[src/rtl/piso_serializer.sv]
// -----------------------------------------------------------------------------
// piso_serializer
//
// Parallel-in, serial-out transmitter. A WIDTH-bit word is captured on a load
// strobe while idle, then sent one bit per accepted beat over a valid/ready
// serial handshake. A one-cycle done pulse follows the final beat, and a new
// word can be loaded in that same cycle.
//
// Parameters:
//   WIDTH      data word width in bits (>= 2)
//   LSB_FIRST  1 = bit 0 leaves first, 0 = bit WIDTH-1 leaves first
//
// Optional build macro:
//   PISO_PARITY_EN  when defined, an even-parity bit (XOR of the word) is sent
//                   as an extra beat after the last data bit.
//
// Ports:
//   clk      in   rising-edge clock
//   rst_n    in   synchronous active-low reset
//   en       in   load strobe, taken only when ready is high
//   d        in   parallel word to load
//   ready    out  idle and able to accept a load
//   q        out  current serial bit
//   q_valid  out  q holds a valid bit
//   q_ready  in   downstream accepts the bit this cycle
//   done     out  one-cycle pulse after the final beat is accepted
// -----------------------------------------------------------------------------
module piso_serializer #(
    parameter int WIDTH     = 8,
    parameter int LSB_FIRST = 1
) (
    input  logic             clk,
    input  logic             rst_n,
    input  logic             en,
    input  logic [WIDTH-1:0] d,
    output logic             ready,
    output logic             q,
    output logic             q_valid,
    input  logic             q_ready,
    output logic             done
);

    localparam int CNT_W = $clog2(WIDTH);
    localparam logic [CNT_W-1:0] LAST_CNT = CNT_W'(WIDTH - 1);

    localparam logic [1:0] IDLE  = 2'd0;
    localparam logic [1:0] SHIFT = 2'd1;
`ifdef PISO_PARITY_EN
    localparam logic [1:0] PAR   = 2'd2;
`endif

    logic [1:0]       r_state;
    logic [WIDTH-1:0] r_shiftReg;
    logic [CNT_W-1:0] r_bitCnt;
    logic             r_done;
`ifdef PISO_PARITY_EN
    logic             r_parity;
`endif

    logic             w_beat;
    logic             w_lastBit;
    logic             w_dataBit;
    logic [WIDTH-1:0] w_shifted;

    // The outgoing bit always sits at the output end of the shift register,
    // and each beat moves the next bit into that position with zero fill.
    assign w_dataBit = (LSB_FIRST != 0) ? r_shiftReg[0] : r_shiftReg[WIDTH-1];
    assign w_shifted = (LSB_FIRST != 0) ? {1'b0, r_shiftReg[WIDTH-1:1]}
                                        : {r_shiftReg[WIDTH-2:0], 1'b0};

    assign w_beat    = q_valid && q_ready;
    assign w_lastBit = (r_bitCnt == LAST_CNT);

    assign ready = (r_state == IDLE);
    assign done  = r_done;

`ifdef PISO_PARITY_EN
    assign q_valid = (r_state == SHIFT) || (r_state == PAR);
    assign q       = (r_state == PAR) ? r_parity : w_dataBit;
`else
    assign q_valid = (r_state == SHIFT);
    assign q       = w_dataBit;
`endif

    // Main sequencer. q and q_valid are decoded from held state, so they stay
    // stable for as long as the consumer stalls. The counter is held on the
    // final beat instead of incrementing so it never wraps within a word.
    always_ff @(posedge clk) begin
        if (!rst_n) begin
            r_state    <= IDLE;
            r_shiftReg <= '0;
            r_bitCnt   <= '0;
            r_done     <= 1'b0;
`ifdef PISO_PARITY_EN
            r_parity   <= 1'b0;
`endif
        end else begin
            r_done <= 1'b0;
            case (r_state)
                IDLE: begin
                    if (en) begin
                        r_shiftReg <= d;
                        r_bitCnt   <= '0;
                        r_state    <= SHIFT;
`ifdef PISO_PARITY_EN
                        r_parity   <= ^d;
`endif
                    end
                end
                SHIFT: begin
                    if (w_beat) begin
                        r_shiftReg <= w_shifted;
                        if (w_lastBit) begin
`ifdef PISO_PARITY_EN
                            r_state <= PAR;
`else
                            r_state <= IDLE;
                            r_done  <= 1'b1;
`endif
                        end else begin
                            r_bitCnt <= r_bitCnt + 1'b1;
                        end
                    end
                end
`ifdef PISO_PARITY_EN
                PAR: begin
                    if (w_beat) begin
                        r_state <= IDLE;
                        r_done  <= 1'b1;
                    end
                end
`endif
                default: begin
                    r_state <= IDLE;
                end
            endcase
        end
    end

endmodule

[config.mk]
export PLATFORM = sky130hd
export DESIGN_NAME = piso_serializer
export DESIGN_NICKNAME = d
export VERILOG_FILES = /design/src/rtl/piso_serializer.sv
export SDC_FILE = /design/constraint.sdc
export NUM_CORES = 1
export LEC_CHECK = 0
export CAP_MARGIN = 20
export CORE_MARGIN = 2
export CORE_UTILIZATION = 40
export DETAILED_ROUTE_END_ITERATION = 8
export PLACE_DENSITY = 0.73
export RECOVER_POWER = 100
export SLEW_MARGIN = 0
export SYNTH_ARGS = -nofsm -noshare
export SYNTH_HDL_FRONTEND = slang
export SYNTH_SLANG_ARGS = --single-unit
[constraint.sdc]
create_clock -name clk -period 4.1 [get_ports clk]
set_clock_uncertainty 0.2 [all_clocks]
set_input_delay 0.82 -clock clk [delete_from_list [all_inputs] [get_ports clk]]
set_output_delay 0.82 -clock clk [all_outputs]
set_load 0.02 [all_outputs]
## Yosys cells after proc, flatten, opt, wreduce, memory -nomap -nowiden

Index checks and enable logic that the tools add are counted.

- Flip-flop bits (word level): 14
- Output and inout bits: 4

- Add/subtract/negate cells: 1
- Equality and inequality tests: 6
- Muxes and demuxes: 12
- Reductions and logical operators: 7

Operators by type and width:

| cell | count |
|---|---|
| $mux W8 | 2 |
| $pmux W8 S2 | 1 |
| $mux W3 | 3 |
| $reduce_and A3 Y1 | 3 |
| $mux W2 | 3 |
| $pmux W3 S2 | 1 |
| $ne A2 B1 Y1 const B | 2 |
| $ne A2 B2 Y1 const B | 2 |
| $pmux W2 S2 | 1 |
| $reduce_and A4 Y1 | 1 |
| $add A3 B1 Y3 const B | 1 |
| $eq A3 B3 Y1 const B | 1 |
| $eq A2 B1 Y1 const B | 1 |
| $logic_not A2 Y1 | 1 |
| $reduce_bool A2 Y1 | 1 |
| $logic_and A1 B1 Y1 | 1 |
| $mux W1 | 1 |

## Depth between registers and ports, before layout

Gate-level depths: netlist of run 1.

- Depth in word-level cells: 4
- Depth in mapped cells: 5

## Worst setup path before layout of run 1

OpenSTA, ideal clock, no wires.

- Path kind: reg-to-output
- Start: register r_state[0]
- End: output port ready
- Data arrival time: 0.730 ns
- Setup slack: 2.350 ns
- Stages on the path, launching flop included: 3
- Buffers on the path: 1
- Path through: dfxtp_1 -> buf_6 -> inv_1

- Cells in the longest elaborated chain, start to end: 1

RTL lines:

| element | line | text |
|---|---|---|
| start, declared | 52 | `logic [1:0] r_state;` |
| start signal, assigned | 90 | `r_state <= IDLE;` |
| start signal, assigned | 104 | `r_state <= SHIFT;` |
| start signal, assigned | 117 | `r_state <= IDLE;` |
| $logic_not A2 Y1 | 74 | `assign ready = (r_state == IDLE);` |
| end, declared | 36 | `output logic ready,` |

No other way between the ends.

## Worst setup path after layout of run 1

Ends and elaborated chain as after synthesis.

==> results.py, run 1 <==
metrics = {
    "logic_synthesis": {
        "synthArstFlopShare_pct": 0,
        "ys_seq_area_share_pct": 40.2,
        "synthFlopType": "dfxtp_1",
        "yosysWarnings": 0,
        "ys_seq_elements": 13,
        "yosys-top-cells-area": "dfxtp_1 40%, a211oi_2 12%, mux2i_1 11%, nor2_1 5.2%, ha_1 3.9%",
        "netlist_area_um2": 647,
        "avgSynthCellArea_um2": 9.95,
        "yosys.area.top_type": "dfxtp_1",
        "synth.distinct_cells": 22,
        "synth_top_area_share_pct": 40.2,
        "synth_edf_count": 0,
        "syn-num-nets": 79,
        "synth_commonest_cells": "13 x dfxtp_1, 9 x nor2_1, 7 x mux2i_1, 6 x a211oi_2, 5 x nand2_1",
        "synth_most_common_cell": "dfxtp_1",
        "netlist_instances": 65,
    },
    "grt": {
        "grt_use_total_pct": 13.7,
        "grt_max_degree": 20,
        "grt_pass1_vias": 475,
        "grt_overflow_total": 0,
        "antenna_found_initial": 0,
        "grt_pass1_wl_um": 1930,
    },
    "clock_network": {
        "holdBufCountCts": 0,
        "clk_pin_slew_ns": 0.08,
        "post_cts_resized": 0,
        "cts_buffer_depth": 2,
        "cts_made_buffers": 3,
        "cts_tree": "done",
        "clkLatencyLatePin_ns": 0.27,
        "ctsRootBufferMaster": "clkbuf_4",
        "h-tree-depth": 1,
        "cts_setup_buffers": 0,
        "cts_sinks": 13,
    },
    "power_and_ir_drop": {
        "vdd_ir_drop_max_v": 0.000148,
        "p_leak_nw": 0.314,
        "total_power_mw": 0.271,
        "p_per_area_nw_per_um2": 337,
    },
    "critical_path": {
        "critPathArrivalTime_ns": 1.99,
        "worstSetupPathType": "flip-flop to output pin",
        "endpoint_kind": "output pin",
        "crit_path_start_kind": "flip-flop",
        "path_cells": "inv_1 -> dlygate4sd3_1",
        "crit_fanout": 19,
        "r2r_setup_slack_ns": 2.09,
        "crit_family": "buffers and inverters",
        "critPathMaxStageDelay_ns": 0.80,
        "critical_path_required_ns": 3.08,
        "slowest_stage": "dfxtp_1",
        "crit_buf_inv": 2,
    },
    "final_layout": {
        "utilization_pct": 53.3,
        "drive_gt1_share_pct": 11.3,
        "antenna_cells": 0,
        "nFillCells": 138,
        "fin_area_um2": 803,
        "synthToLayoutAreaGrowth_pct": 24.2,
        "stdcell_count": 96,
        "nets": 95,
    },
    "route": {
        "first_iter_violations": 10,
        "first_pass_iters": 4,
        "postRouteAntennaNets": 0,
        "wirelength_um": 1200,
        "wl_per_cell_um": 12.5,
        "vias_per_cell": 5.50,
        "drc": 0,
        "num_vias": 528,
    },
    "place": {
        "dp_cells": 92,
        "placed_cell_area_um2": 786,
        "pre_cts_slack_ns": 1.49,
        "hpwl_um": 859,
        "place_congestion": 0.816,
        "numPortBuffers": 15,
    },
    "timing": {
        "fmax_mhz": 333,
        "setup_ws_ns": 1.09,
        "worst_pin_slew_ns": 0.733,
        "setup_violations": 0,
        "grt_setup_unrepaired": "false",
        "slew_headroom_pct": 51.0,
        "hold_viol": 0,
        "setup_tns_ns": 0,
        "period_minus_slack_ns": 3.01,
        "whs_ns": 0.309,
        "drv_slew": 0,
        "finalCritPeriodShare_pct": 73.3,
    },
    "floorplanning": {
        "die_y_um": 44.2,
        "pin_count": 16,
        "start_util_pct": 42.9,
        "die_area_um2": 1950,
        "core.rowCount": 14,
        "die_w_um": 44.2,
        "core-area_um2": 1510,
    },
    "outcome": {
        "status": "finished clean",
    },
    "flow_run": {
        "maxCapViolCount": 0,
    },
    "hold_path": {
        "worstHoldPathType": "flip-flop to flip-flop",
    },
}
## report_power, final
part	switching, mW	internal [mW]
Clock	0.0415	0.0377
Combinational	0.0229	0.0257
Sequential	0.00826	0.135
Total	0.0727	0.198
## cells in the final DEF, fill, tap and decap left out, drive strengths merged, types with 4 or more instances in the layout
cell	Yosys	layout
a211oi	6	6
clkbuf	1	4
clkdlybuf4s50	0	9
dfxtp	13	13
dlygate4sd3	0	6
mux2i	7	7
nand2	5	5
nand3	4	4
nor2	9	9
## cell type report
class | count | area, um^2 | area share (%)
multi-input combinational | 46 | 339 | 42.2
timing repair buffer | 15 | 150 | 18.7
clock buffer | 4 | 26.3 | 3.27
inverter | 2 | 7.51 | 0.935
tap | 16 | 20.0 | 2.49
sequential | 13 | 260 | 32.4
## per-layer routing
metal / routed length [um] / vias to the layer above / track usage [%]
li1: - / 267 / -
met1: 554 / 244 / 17.7
met2: 570 / 13 / 20.0
met3: 55 / 4 / 2.45
met4: 22 / 0 / 10.9
met5: 0 / - / 0
## final timing paths
| check | start | endpoint | cells after the start |
|---|---|---|---|
| max reg2reg | r_state[0] | r_shiftReg[2] | 3 |
| min reg2reg | r_bitCnt[2] | r_bitCnt[2] | 2 |
| min | r_bitCnt[2] | r_bitCnt[2] | 2 |
| max | r_state[0] | ready | 2 |
## worst min-delay path: cells and delay by family (launching register included)
kind	cells	cell delay, ns
compound gates	1	0.07
flops	1	0.33
simple gates	1	0.06
## registers in the layout, summed over array words and instances, names as in the netlist
name,cells
r_bitCnt,3
done,1
r_state,1
r_shiftReg,8
## kinds of logic (layout without fill, tap and decap cells)
kind of cell	Yosys count	after routing	share of synthesized area (%)
multiplexers	8	8	13.2
AO/OA/AOI/OAI	12	12	19.9
flip-flops	13	13	40.2
adder cells (fa/ha/maj)	2	2	3.87
buffers and inverters	6	21	6.00
AND/OR/NAND/NOR	24	24	16.8
No activity file was read; power rests on OpenSTA's default activity.
==> inputs of run 2 (changes only) <==
--- a/config.mk
+++ b/config.mk
@@ -9,7 +9,7 @@
 export CORE_MARGIN = 2
 export CORE_UTILIZATION = 40
 export DETAILED_ROUTE_END_ITERATION = 8
-export PLACE_DENSITY = 0.73
+export PLACE_DENSITY = 0.76
 export RECOVER_POWER = 100
 export SLEW_MARGIN = 0
 export SYNTH_ARGS = -nofsm -noshare
==> constraint.sdc (replaced) <==
create_clock -name clk -period 2.65 [get_ports clk]
set_clock_uncertainty 0.2 [all_clocks]
set_input_delay 0.53 -clock clk [delete_from_list [all_inputs] [get_ports clk]]
set_output_delay 0.53 -clock clk [all_outputs]
set_load 0.02 [all_outputs]
==> run 2 against run 1 <==
Against the previous run: largest cell class unchanged; utilization decreased by 0.75 points; via count decreased by 5.7%; worst setup slack got worse by 0.78 ns; cell area decreased by 1.4%; count of clock-buffer cells in the layout unchanged; sequential share of layout area increased by 0.46 points; register-to-register slack got worse by 1.6 ns; routed wire length increased by 0.42%; highest routed layer unchanged; cell count increased by 1.0%.
==> results.py, run 2 (same netlist as run 1, synthesis figures left out) <==
metrics = {
    "critical_path": {
        "r2r_setup_slack_ns": 0.47,
        "endpoint_kind": "output pin",
        "crit_fanout": 9,
        "worstSetupPathType": "flip-flop to output pin",
        "critPathArrivalTime_ns": 1.61,
        "slowest_stage": "dlygate4sd3_1",
        "critPathMaxStageDelay_ns": 0.68,
        "critical_path_required_ns": 1.92,
        "path_cells": "inv_1 -> dlygate4sd3_1",
        "r2r_cells": 4,
        "crit_path_start_kind": "flip-flop",
    },
    "floorplanning": {
        "die_y_um": 44.2,
        "pin_count": 16,
        "start_util_pct": 42.9,
        "die_area_um2": 1950,
        "die_w_um": 44.2,
        "core.rowCount": 14,
        "core-area_um2": 1510,
    },
    "route": {
        "drc": 0,
        "wirelength_um": 1210,
        "first_iter_violations": 8,
        "wl_per_cell_um": 12.5,
        "vias_per_cell": 5.13,
        "postRouteAntennaNets": 0,
        "num_vias": 498,
        "first_pass_iters": 4,
    },
    "power_and_ir_drop": {
        "p_comb_share_pct": 18.0,
        "p_int_mw": 0.306,
        "p_per_area_nw_per_um2": 527,
        "p_seq_share_pct": 52.0,
        "total_power_mw": 0.418,
        "p_sw_share_pct": 26.9,
        "p_leak_nw": 0.312,
        "p_sw_mw": 0.112,
        "vdd_ir_drop_max_v": 0.000270,
        "clock_power_share_pct": 30.0,
    },
    "clock_network": {
        "ctsRootBufferMaster": "clkbuf_4",
        "holdBufCountCts": 0,
        "cts_made_buffers": 3,
        "clkLatencyLatePin_ns": 0.28,
        "cts_tree": "done",
        "cts_sinks": 13,
        "h-tree-depth": 1,
        "post_cts_resized": 0,
        "clk_pin_slew_ns": 0.08,
        "cts_buffer_depth": 2,
        "cts_setup_buffers": 0,
    },
    "final_layout": {
        "drive_gt1_share_pct": 7.41,
        "largest_reg_flops": 8,
        "top_register": "r_shiftReg",
        "reg_top3": "r_shiftReg (8), r_bitCnt (3)",
        "utilization_pct": 52.6,
        "fin_area_um2": 792,
        "synthToLayoutAreaGrowth_pct": 22.4,
        "final_common_cell": "dfxtp_1",
        "antenna_cells": 0,
        "stdcell_count": 97,
        "nets": 96,
        "nFillCells": 146,
        "final_cell_mix": "13 x dfxtp_1, 10 x clkdlybuf4s50_1, 9 x nor2_1",
    },
    "timing": {
        "setup_tns_ns": 0,
        "slew_headroom_pct": 62.8,
        "whs_ns": 0.310,
        "worst_pin_slew_ns": 0.558,
        "finalCritPeriodShare_pct": 88.3,
        "hold_viol": 0,
        "drv_slew": 0,
        "fmax_mhz": 427,
        "period_minus_slack_ns": 2.34,
        "setup_ws_ns": 0.310,
        "setup_violations": 0,
        "grt_setup_unrepaired": "false",
    },
    "grt": {
        "grt_pass1_wl_um": 2080,
        "grt_use_total_pct": 15.4,
        "grt_pass1_vias": 499,
        "grt_max_degree": 15,
        "grt_overflow_total": 0,
        "antenna_found_initial": 0,
    },
    "place": {
        "place_congestion": 0.783,
        "hpwl_um": 864,
        "placed_cell_area_um2": 793,
        "numPortBuffers": 15,
        "pre_cts_slack_ns": 0.643,
        "dp_cells": 93,
    },
    "hold_path": {
        "hold_depth": 2,
        "worstHoldPathType": "flip-flop to flip-flop",
    },
    "flow_run": {
        "maxCapViolCount": 0,
    },
    "outcome": {
        "status": "finished clean",
    },
}
run 2: layer usage:
metal | global-route usage, % | share of wire, %
met1 | 17.4 | 49
met2 | 23.2 | 44
met5 | 0 | 0
met4 | 14.5 | 3.1
met3 | 4.08 | 4.1
run 2: worst paths after layout:
| kind | from | end |
|---|---|---|
| worst max-delay path | r_state[0] | ready |
| worst max register to register | r_state[0] | r_shiftReg[3] |
| worst min register to register | r_bitCnt[1] | r_bitCnt[1] |
| worst min-delay path | r_bitCnt[1] | r_bitCnt[1] |
run 2: critical path: cells and delay by family (launching register included):
kind | cells | cell delay, ns
flip-flops | 1 | 0.51
buffers and inverters | 2 | 0.82
run 2: final cells by class:
class / instances / area (um^2) / area share (%)
multi-input combinational: 46 / 324 / 40.9
sequential: 13 / 260 / 32.9
timing repair buffer: 16 / 154 / 19.4
clock buffer: 4 / 26.3 / 3.32
tap: 16 / 20.0 / 2.53
inverter: 2 / 7.51 / 0.948
run 2: power groups by stage:
stage / Combinational [mW] / Sequential, mW / Clock (mW)
floorplan: 0.0568 / 0.221 / 0
global placement: 0.0840 / 0.222 / 0
detailed placement: 0.0850 / 0.222 / 0
CTS: 0.0855 / 0.218 / 0.135
global route: 0.0845 / 0.219 / 0.140
finish: 0.0754 / 0.217 / 0.125
